--- src/rtl/player_motion_ctrl.sv ---
// Player movement controller: prescaled one-hot direction moves with bounds clamping,
// walk-animation frame sequencing, and collision/found tracking for N_OBJ collectables.
module player_motion_ctrl #(
  parameter int COORD_W  = 9,
  parameter int TICK_DIV = 1048576,
  parameter int STEP     = 1,
  parameter int X_MIN    = 0,
  parameter int X_MAX    = 300,
  parameter int Y_MIN    = 0,
  parameter int Y_MAX    = 220,
  parameter int START_X  = 40,
  parameter int START_Y  = 130,
  parameter int N_OBJ    = 3,
  parameter int HIT_R    = 20
) (
  input  logic                     clk,
  input  logic                     rst,
  input  logic                     enable,
  input  logic                     load_start,
  input  logic [3:0]               move_req,
  input  logic [N_OBJ*COORD_W-1:0] obj_x,
  input  logic [N_OBJ*COORD_W-1:0] obj_y,
  input  logic [N_OBJ-1:0]         obj_active,
  output logic [COORD_W-1:0]       player_x,
  output logic [COORD_W-1:0]       player_y,
  output logic [3:0]               player_state,
  output logic                     tick,
  output logic [N_OBJ-1:0]         found,
  output logic                     found_pulse,
  output logic [3:0]               found_count,
  output logic                     all_found
);

  localparam int CNT_W = (TICK_DIV > 1) ? $clog2(TICK_DIV) : 1;
  localparam int EW    = COORD_W + 1;

  localparam logic [CNT_W-1:0]   CNT_LAST = CNT_W'(TICK_DIV - 1);
  localparam logic [EW-1:0]      STEP_E   = EW'(STEP);
  localparam logic [EW-1:0]      X_MIN_E  = EW'(X_MIN);
  localparam logic [EW-1:0]      X_MAX_E  = EW'(X_MAX);
  localparam logic [EW-1:0]      Y_MIN_E  = EW'(Y_MIN);
  localparam logic [EW-1:0]      Y_MAX_E  = EW'(Y_MAX);
  localparam logic [EW-1:0]      HIT_E    = EW'(HIT_R);
  localparam logic [COORD_W-1:0] STEP_C   = COORD_W'(STEP);
  localparam logic [COORD_W-1:0] X_MIN_C  = COORD_W'(X_MIN);
  localparam logic [COORD_W-1:0] X_MAX_C  = COORD_W'(X_MAX);
  localparam logic [COORD_W-1:0] Y_MIN_C  = COORD_W'(Y_MIN);
  localparam logic [COORD_W-1:0] Y_MAX_C  = COORD_W'(Y_MAX);
  localparam logic [COORD_W-1:0] START_XC = COORD_W'(START_X);
  localparam logic [COORD_W-1:0] START_YC = COORD_W'(START_Y);
  localparam logic [3:0]         RIGHT1   = 4'd3;

  // Encoding order makes dir*3 the first animation frame of that direction.
  typedef enum logic [1:0] {DIR_UP, DIR_RIGHT, DIR_LEFT, DIR_DOWN} dir_e;

  function automatic logic [3:0] popcount(input logic [N_OBJ-1:0] v);
    logic [3:0] n;
    n = '0;
    for (int i = 0; i < N_OBJ; i++) n = n + 4'(v[i]);
    return n;
  endfunction

  logic [CNT_W-1:0]   cnt_q, cnt_d;
  logic               tick_q, tick_d;
  logic [COORD_W-1:0] x_q, x_d, y_q, y_d;
  logic [3:0]         state_q, state_d;
  logic [N_OBJ-1:0]   found_q, found_d, hit;
  logic               found_pulse_q, found_pulse_d;
  logic [3:0]         count_q, count_d;
  logic               all_found_q, all_found_d;

  dir_e               dir;
  logic               moving;
  logic [3:0]         base;
  logic [COORD_W-1:0] dx [N_OBJ];
  logic [COORD_W-1:0] dy [N_OBJ];

  always_comb begin : collide
    // NOTE: every combinational output gets a default before any branch so no latch is inferred.
    hit = '0;
    dx  = '{default: '0};
    dy  = '{default: '0};
    for (int i = 0; i < N_OBJ; i++) begin
      dx[i] = (x_q >= obj_x[i*COORD_W +: COORD_W]) ? x_q - obj_x[i*COORD_W +: COORD_W]
                                                    : obj_x[i*COORD_W +: COORD_W] - x_q;
      dy[i] = (y_q >= obj_y[i*COORD_W +: COORD_W]) ? y_q - obj_y[i*COORD_W +: COORD_W]
                                                    : obj_y[i*COORD_W +: COORD_W] - y_q;
      hit[i] = enable && obj_active[i] && !found_q[i] &&
               ({1'b0, dx[i]} < HIT_E) && ({1'b0, dy[i]} < HIT_E);
    end
  end

  always_comb begin : motion
    cnt_d   = (cnt_q == CNT_LAST) ? '0 : cnt_q + 1'b1;
    tick_d  = (cnt_q == CNT_LAST);
    x_d     = x_q;
    y_d     = y_q;
    state_d = state_q;

    dir    = DIR_UP;
    moving = 1'b1;
    if      (move_req[0]) dir = DIR_UP;
    else if (move_req[1]) dir = DIR_LEFT;
    else if (move_req[2]) dir = DIR_DOWN;
    else if (move_req[3]) dir = DIR_RIGHT;
    else                  moving = 1'b0;
    base = 4'(dir) * 4'd3;

    if (tick_q && enable) begin
      if (moving) begin
        state_d = (state_q == base + 4'd1) ? base + 4'd2 : base + 4'd1;
        // Clamp tests run one bit wider so the step can never wrap the coordinate.
        unique case (dir)
          DIR_UP:    y_d = ({1'b0, y_q} < Y_MIN_E + STEP_E) ? Y_MIN_C : y_q - STEP_C;
          DIR_DOWN:  y_d = ({1'b0, y_q} + STEP_E > Y_MAX_E) ? Y_MAX_C : y_q + STEP_C;
          DIR_LEFT:  x_d = ({1'b0, x_q} < X_MIN_E + STEP_E) ? X_MIN_C : x_q - STEP_C;
          DIR_RIGHT: x_d = ({1'b0, x_q} + STEP_E > X_MAX_E) ? X_MAX_C : x_q + STEP_C;
          default:   ;
        endcase
      end else begin
        state_d = (state_q / 4'd3) * 4'd3;
      end
    end

    found_d       = found_q | hit;
    found_pulse_d = |hit;
    count_d       = popcount(found_d);
    all_found_d   = (count_d == popcount(obj_active)) && (|obj_active);

    // A stage restart wins over any tick, move or hit arriving in the same cycle.
    if (load_start) begin
      tick_d        = 1'b0;
      x_d           = START_XC;
      y_d           = START_YC;
      state_d       = RIGHT1;
      found_d       = '0;
      found_pulse_d = 1'b0;
      count_d       = '0;
      all_found_d   = 1'b0;
    end
  end

  // NOTE: flops are written only with non-blocking assignments so every register samples pre-edge values.
  always_ff @(posedge clk) begin
    if (rst) begin
      cnt_q         <= '0;
      tick_q        <= 1'b0;
      x_q           <= START_XC;
      y_q           <= START_YC;
      state_q       <= RIGHT1;
      found_q       <= '0;
      found_pulse_q <= 1'b0;
      count_q       <= '0;
      all_found_q   <= 1'b0;
    end else begin
      cnt_q         <= cnt_d;
      tick_q        <= tick_d;
      x_q           <= x_d;
      y_q           <= y_d;
      state_q       <= state_d;
      found_q       <= found_d;
      found_pulse_q <= found_pulse_d;
      count_q       <= count_d;
      all_found_q   <= all_found_d;
    end
  end

  assign player_x     = x_q;
  assign player_y     = y_q;
  assign player_state = state_q;
  assign tick         = tick_q;
  assign found        = found_q;
  assign found_pulse  = found_pulse_q;
  assign found_count  = count_q;
  assign all_found    = all_found_q;

endmodule

--- config.mk ---
export PLATFORM = sky130hd
export DESIGN_NAME = player_motion_ctrl
export DESIGN_NICKNAME = d
export VERILOG_FILES = /design/src/rtl/player_motion_ctrl.sv
export SDC_FILE = /design/constraint.sdc
export NUM_CORES = 1
export LEC_CHECK = 0
export ABC_AREA = 0
export CORE_MARGIN = 2
export CORE_UTILIZATION = 40
export CTS_BUF_LIST = sky130_fd_sc_hd__clkbuf_8
export CTS_CLUSTER_SIZE = 28
export DETAILED_ROUTE_END_ITERATION = 7
export GPL_TIMING_DRIVEN = 0
export PLACE_DENSITY = 0.69
export RECOVER_POWER = 100
export SKIP_LAST_GASP = 1
export SLEW_MARGIN = 20
export SYNTH_ARGS = -nofsm -noshare
export SYNTH_HDL_FRONTEND = slang
export SYNTH_SLANG_ARGS = --single-unit
export TNS_END_PERCENT = 1
--- constraint.sdc ---
create_clock -name clk -period 4.1 [get_ports clk]
set_input_delay 0.615 -clock clk [delete_from_list [all_inputs] [get_ports clk]]
set_output_delay 0.615 -clock clk [all_outputs]
set_load 0.01 [all_outputs]
-- Word-level counts from Yosys, hierarchy flattened
Index checks and enable logic that the tools add are counted.
- output and inout bits: 32
- input port bits: 65
- register bits after elaboration: 52
- add/sub/neg operators: 25
- magnitude comparators: 16
- muxes and demuxes: 22
- reduce and logical (&&, ||, !) cells: 26
- equality and inequality tests: 6
- multiply operators: 2
- divide/modulo/power cells: 1
- bitwise gates (word level): 1
- operators with widths (cell ; number):
    $sub A9 B9 Y9 ; 12
    $mux W9 ; 10
    $ge A9 B9 Y1 ; 6
    $lt A9 B5 Y1 const B ; 6
    $pmux W9 S2 ; 2
    $add A20 B1 Y20 const B ; 1
    $add A9 B1 Y10 const B ; 2
    $eq A20 B20 Y1 const B ; 1
    $add A9 B1 Y9 const B ; 2
    $lt A9 B1 Y1 const B ; 2
    $sub A9 B1 Y9 const B ; 2
    $logic_and A1 B1 Y1 ; 14
    $gt A10 B8 Y1 const B ; 1
    $gt A10 B9 Y1 const B ; 1
    $mux W4 ; 2
    $add A2 B1 Y3 ; 2
    $mux W2 ; 3
    $reduce_and A3 Y1 ; 2
    $reduce_or A3 Y1 ; 2
    $mux W1 ; 5
    $add A1 B1 Y2 ; 2
    $add A4 B1 Y4 const B ; 1
    $add A4 B2 Y4 const B ; 1
    $div A4 B2 Y4 const B ; 1
    11 further kinds ; 16

-- Depth between registers and ports, before layout
- depth after elaboration: 10
- depth in mapped cells: 16
- mapped depth without buffers: 14

-- Least setup slack after synthesis
OpenSTA, ideal clock, no wires.
- path type: input to register
- start point: input port obj_y[6]
- end point: register all_found_q (netlist: all_found)
- cell stages on the path: 14
- arrival: 3.599 ns
- setup slack: 0.409 ns
- setup time: 0.092 ns
- cell sequence: inv_1 -> ha_1 -> buf_6 -> a21oi_4 -> o21bai_2 -> a211oi_4 -> nor2_2 -> a211o_1 -> a2111oi_1 -> nand3_1 -> o31a_1 -> fa_1 -> xor2_1 -> nor4_1
- word-level cells in the longest chain between the ends: 9
- elaborated cells between the ends (all ways): 11
- those cells by class: add/sub (4); order compare (2); eq/ne (1); mux (1); bitwise (1); reduce/logical (2)
- ends and longest elaborated chain (what ; RTL line ; text):
    start: declaration ; 22 ; input logic [N_OBJ*COORD_W-1:0] obj_y,
    $sub A9 B9 Y9 (tied with other cells) ; 87 ; : obj_y[i*COORD_W +: COORD_W] - y_q;
    $mux W9 * ; 86 ; dy[i] = (y_q >= obj_y[i*COORD_W +: COORD_W]) ? y_q - obj_y[i*COORD_W +: COORD_W]
    $lt A9 B5 Y1 * ; 89 ; ({1'b0, dx[i]} < HIT_E) && ({1'b0, dy[i]} < HIT_E);
    $logic_and A1 B1 Y1 * ; 89 ;
    $or A3 B3 Y3 * ; 125 ; found_d = found_q | hit;
    $add A1 B1 Y2 * ; 59 ; for (int i = 0; i < N_OBJ; i++) n = n + 4'(v[i]);
    $add A2 B1 Y3 * ; 59 ;
    $eq A3 B3 Y1 * ; 128 ; all_found_d = (count_d == popcount(obj_active)) && (|obj_active);
    $logic_and A1 B1 Y1 * ; 128 ;
    end signal: assignment ; 164 ; all_found_q <= all_found_d;
    end: declaration ; 70 ; logic all_found_q, all_found_d;
Mark *: on every way between the ends. The rest lies on a longest branch, timed or not.
A chain may end at the register's enable or synchronous reset.

-- Worst setup path after layout
- start point: input port obj_x[12]
- end point: register all_found_q (netlist: all_found)
- word-level cells in the longest chain between the ends: 10
- elaborated cells between the ends (all ways): 12
- those cells by class: add/sub (4); order compare (2); eq/ne (1); mux (1); bitwise (1); reduce/logical (3)
- ends and longest elaborated chain (what ; RTL line ; text):
    start: declaration ; 21 ; input logic [N_OBJ*COORD_W-1:0] obj_x,
    $sub A9 B9 Y9 (tied with other cells) ; 85 ; : obj_x[i*COORD_W +: COORD_W] - x_q;
    $mux W9 * ; 84 ; dx[i] = (x_q >= obj_x[i*COORD_W +: COORD_W]) ? x_q - obj_x[i*COORD_W +: COORD_W]
    $lt A9 B5 Y1 * ; 89 ;
    $logic_and A1 B1 Y1 * ; 88 ; hit[i] = enable && obj_active[i] && !found_q[i] &&
    $logic_and A1 B1 Y1 * ; 89 ;
    $or A3 B3 Y3 * ; 125 ;
    $add A1 B1 Y2 * ; 59 ;
    $add A2 B1 Y3 * ; 59 ;
    $eq A3 B3 Y1 * ; 128 ;
    $logic_and A1 B1 Y1 * ; 128 ;
Marks and branches as above.

==> flow_summary.yaml <==
outcome:
  status: "complete, no violations"
logic_synthesis:
  synth_top_area_share_pct: 19.3
  ys_top_cells_by_area: "ha_1 (19%), dfxtp_1 (13%), nor2_1 (4.9%)"
  netlist_instances: 1034
  ys_ff_latch: 50
  synth_top_area_cell: "ha_1"
  synthFlopType: "dfxtp_1"
  postSynthAreaPerCell_sq_um: 7.22
  synthArstFlopShare_pct: 0
  ys_types: 79
  synth_edf_count: 0
  ys_warn_count: 0
  ys_seq_area_share_pct: 13.4
  synth_area_sq_um: 7460
routing:
  vias: 7977
  drt-total-wl_microns: 22500
  post_drt_wl_per_cell_microns: 16.3
  drc: 0
  first_iter_violations: 492
  drt-vias-per-instance: 5.78
  first_pass_iters: 5
  antenna_left: 0
clock_tree:
  cts_buffer_depth: 2
  htreeDepth: 2
  cts_tree: "yes"
  cts_buffers: 5
  clkLatencyLatePin_ps: 310
  numClockSinks: 50
  clkTransAtPathRegs_ps: 110
  cts_root_buffer: "clkbuf_8"
placement:
  place_congestion: 0.907
  hpwl_microns: 16600
  portBuffers: 94
  dpl_cell_area_sq_um: 8700
setup_path:
  arrival_ps: 4270
  crit_type: "in2reg"
  reg2reg_to: "all_found"
  cp-end-kind: "flip-flop"
  cp.required_ps: 4310
  r2r-start: "player_y[7]"
  r2r_slack_ps: 100
  rr_worst_depth: 12
  cp_max_fo: 10
  crit_path_start_kind: "primary input"
min_path:
  min_path_type: "reg2reg"
  min_to: "cnt_q[0]"
  hp-start: "cnt_q[0]"
  hold_depth: 1
sta:
  max_freq_ghz: 0.246
  period_needed_ps: 4060
  worstMarginPinSlew_ps: 920
  worst_hold_slack_ps: 460
  finClkSkew_ps: 4.92
  max-slew-margin-rel_pct: 38.2
  setup_violations: 0
  hold_violations: 0
  fin_crit_sh_pct: 99.1
  final-max-slew-violation-count: 0
global_routing:
  first_global_vias: 7245
  use_met3_pct: 2.85
  busiest_layer: "met2"
  gr-total-overflow: 0
  antenna_found_initial: 0
  grtUsageMet1_pct: 29.4
  grt_usage_pct: 21.4
  grt_first_pass_wirelength_microns: 35500
  grt_max_degree: 19
  use_met2_pct: 36.0
cells_and_area:
  layout-drive-gt1-share_pct: 14.1
  finalNetCount: 1334
  num_antenna_cells: 0
  final_core_util_pct: 52.0
  area_growth_pct: 26.4
  final_area_sq_um: 9440
floorplan:
  start_util_pct: 41.1
  core_area_sq_um: 18100
  die_x_microns: 141
  dieArea_sq_um: 19800
  die-height_microns: 141
  io-pin-count: 97
  num_rows: 49
power_and_ir_drop:
  powerDensity_nw_per_um2: 137
  irDropWorstVdd_uv: 154
  p_leak_nw: 4.01
run:
  maxCapViolations: 0
## area by class of cell
class	count	area (sq um)
Timing Repair Buffer	117	1130
Clock inverter	3	26.3
Tap cell	229	287
Multi-Input combinational cell	845	6330
Fill cell	1701	8710
Buffer	37	213
Inverter	95	368
Sequential cell	50	1010
Clock buffer	5	68.8
## power by group
group	total [mW]	leakage [nW]	internal, mW	switching (mW)
Clock	0.319	0.0491	0.126	0.193
Sequential	0.490	0.406	0.488	0.00202
Combinational	0.480	3.55	0.227	0.252
## critical path, stage by stage
cell             delay [ps]
clkdlybuf4s50_1         490
inv_1                    50
ha_2                    420
o21a_1                  180
o31ai_2                 100
o211ai_1                250
nor2_1                   90
xnor2_1                 130
or4_4                   560
mux2i_4                 230
a31oi_4                 140
fa_2                    510
xor2_2                  200
nor4_2                  290
## per-stage QoR
step / total power, mW / setup TNS, ps / instances / setup slack, ps
2_1_floorplan: 0.781 / 0 / 1035 / 409
3_3_place_gp: 0.915 / -1470 / 1358 / -817
3_5_place_dp: 0.921 / -1480 / 1358 / -830
4_1_cts: 1.25 / 0 / 1370 / 18.1
5_1_grt: 1.36 / -87.2 / 1381 / -87.2
6_report: 1.29 / 0 / 1381 / 36.6
## cells in the mapped netlist (18+ instances only)
cell type and count:
clkbuf_1 28, nand3_1 42, o21ai_0 58, a211oi_1 23, nor3_1 31, a21o_1 20
dfxtp_1 50, a21oi_1 72, xor2_1 28, o211ai_1 18, inv_1 93, nand4_1 18
nor2_1 97, nand2_1 71, ha_1 115, xnor2_1 23
## state kept, by name, indices dropped and copies added (netlist names)
signal,count
cnt_q,20
player_x,9
player_y,9
player_state,4
found,3
found_count,2
all_found,1
found_pulse,1
tick,1
## layer usage
layer	wire length (microns)	share of wire (%)
met1	10100	45
met2	10500	47
met3	1450	6.5
met4	405	1.8
met5	0	0
## kinds of logic after synthesis
group,after synthesis,synth area share (%)
AO/OA/AOI/OAI,294,26.4
XOR/XNOR,51,5.98
AND/OR/NAND/NOR,367,24.7
flip-flops,50,13.4
buffers and inverters,140,7.63
multiplexers,13,1.78
other,1,0.0502
adder cells (fa/ha/maj),118,20.1
## what timing repair did
action | 4_1_cts | 5_1_grt
endpoints found under the setup margin | 2 | 2
resized for setup | 22 | 109
endpoints found under the hold margin | 0 | 0
buffers inserted | 5 | 18
pin swaps | 12 | 32
hold buffers | 0 | 0
## layout by cell type (no fill, tap or decap), types with 20 or more instances in the layout
cell type	n
nand3_1	41
o21ai_0	54
ha_1	95
nor2_1	95
buf_4	29
a21oi_1	61
xor2_1	27
inv_1	91
a211oi_1	21
dfxtp_1	41
nand2_1	69
clkdlybuf4s50_1	61
nor3_1	29
xnor2_1	23
a21o_1	20
dlygate4sd3_1	23
## how the worst max path moves through the flow
stage          startpoint        end  slack (ps)  cells past startpoint
3_3_place_gp    obj_x[10]  all_found        -820                     14
3_5_place_dp    obj_x[10]  all_found        -830                     14
4_1_cts         obj_y[23]  all_found          20                     17
5_1_grt         obj_x[19]  all_found         -90                     15
6_report        obj_x[12]  all_found          40                     14
2_1_floorplan    obj_y[6]  all_found         410                     14
Note: power is estimated with default switching activity, not from simulation.
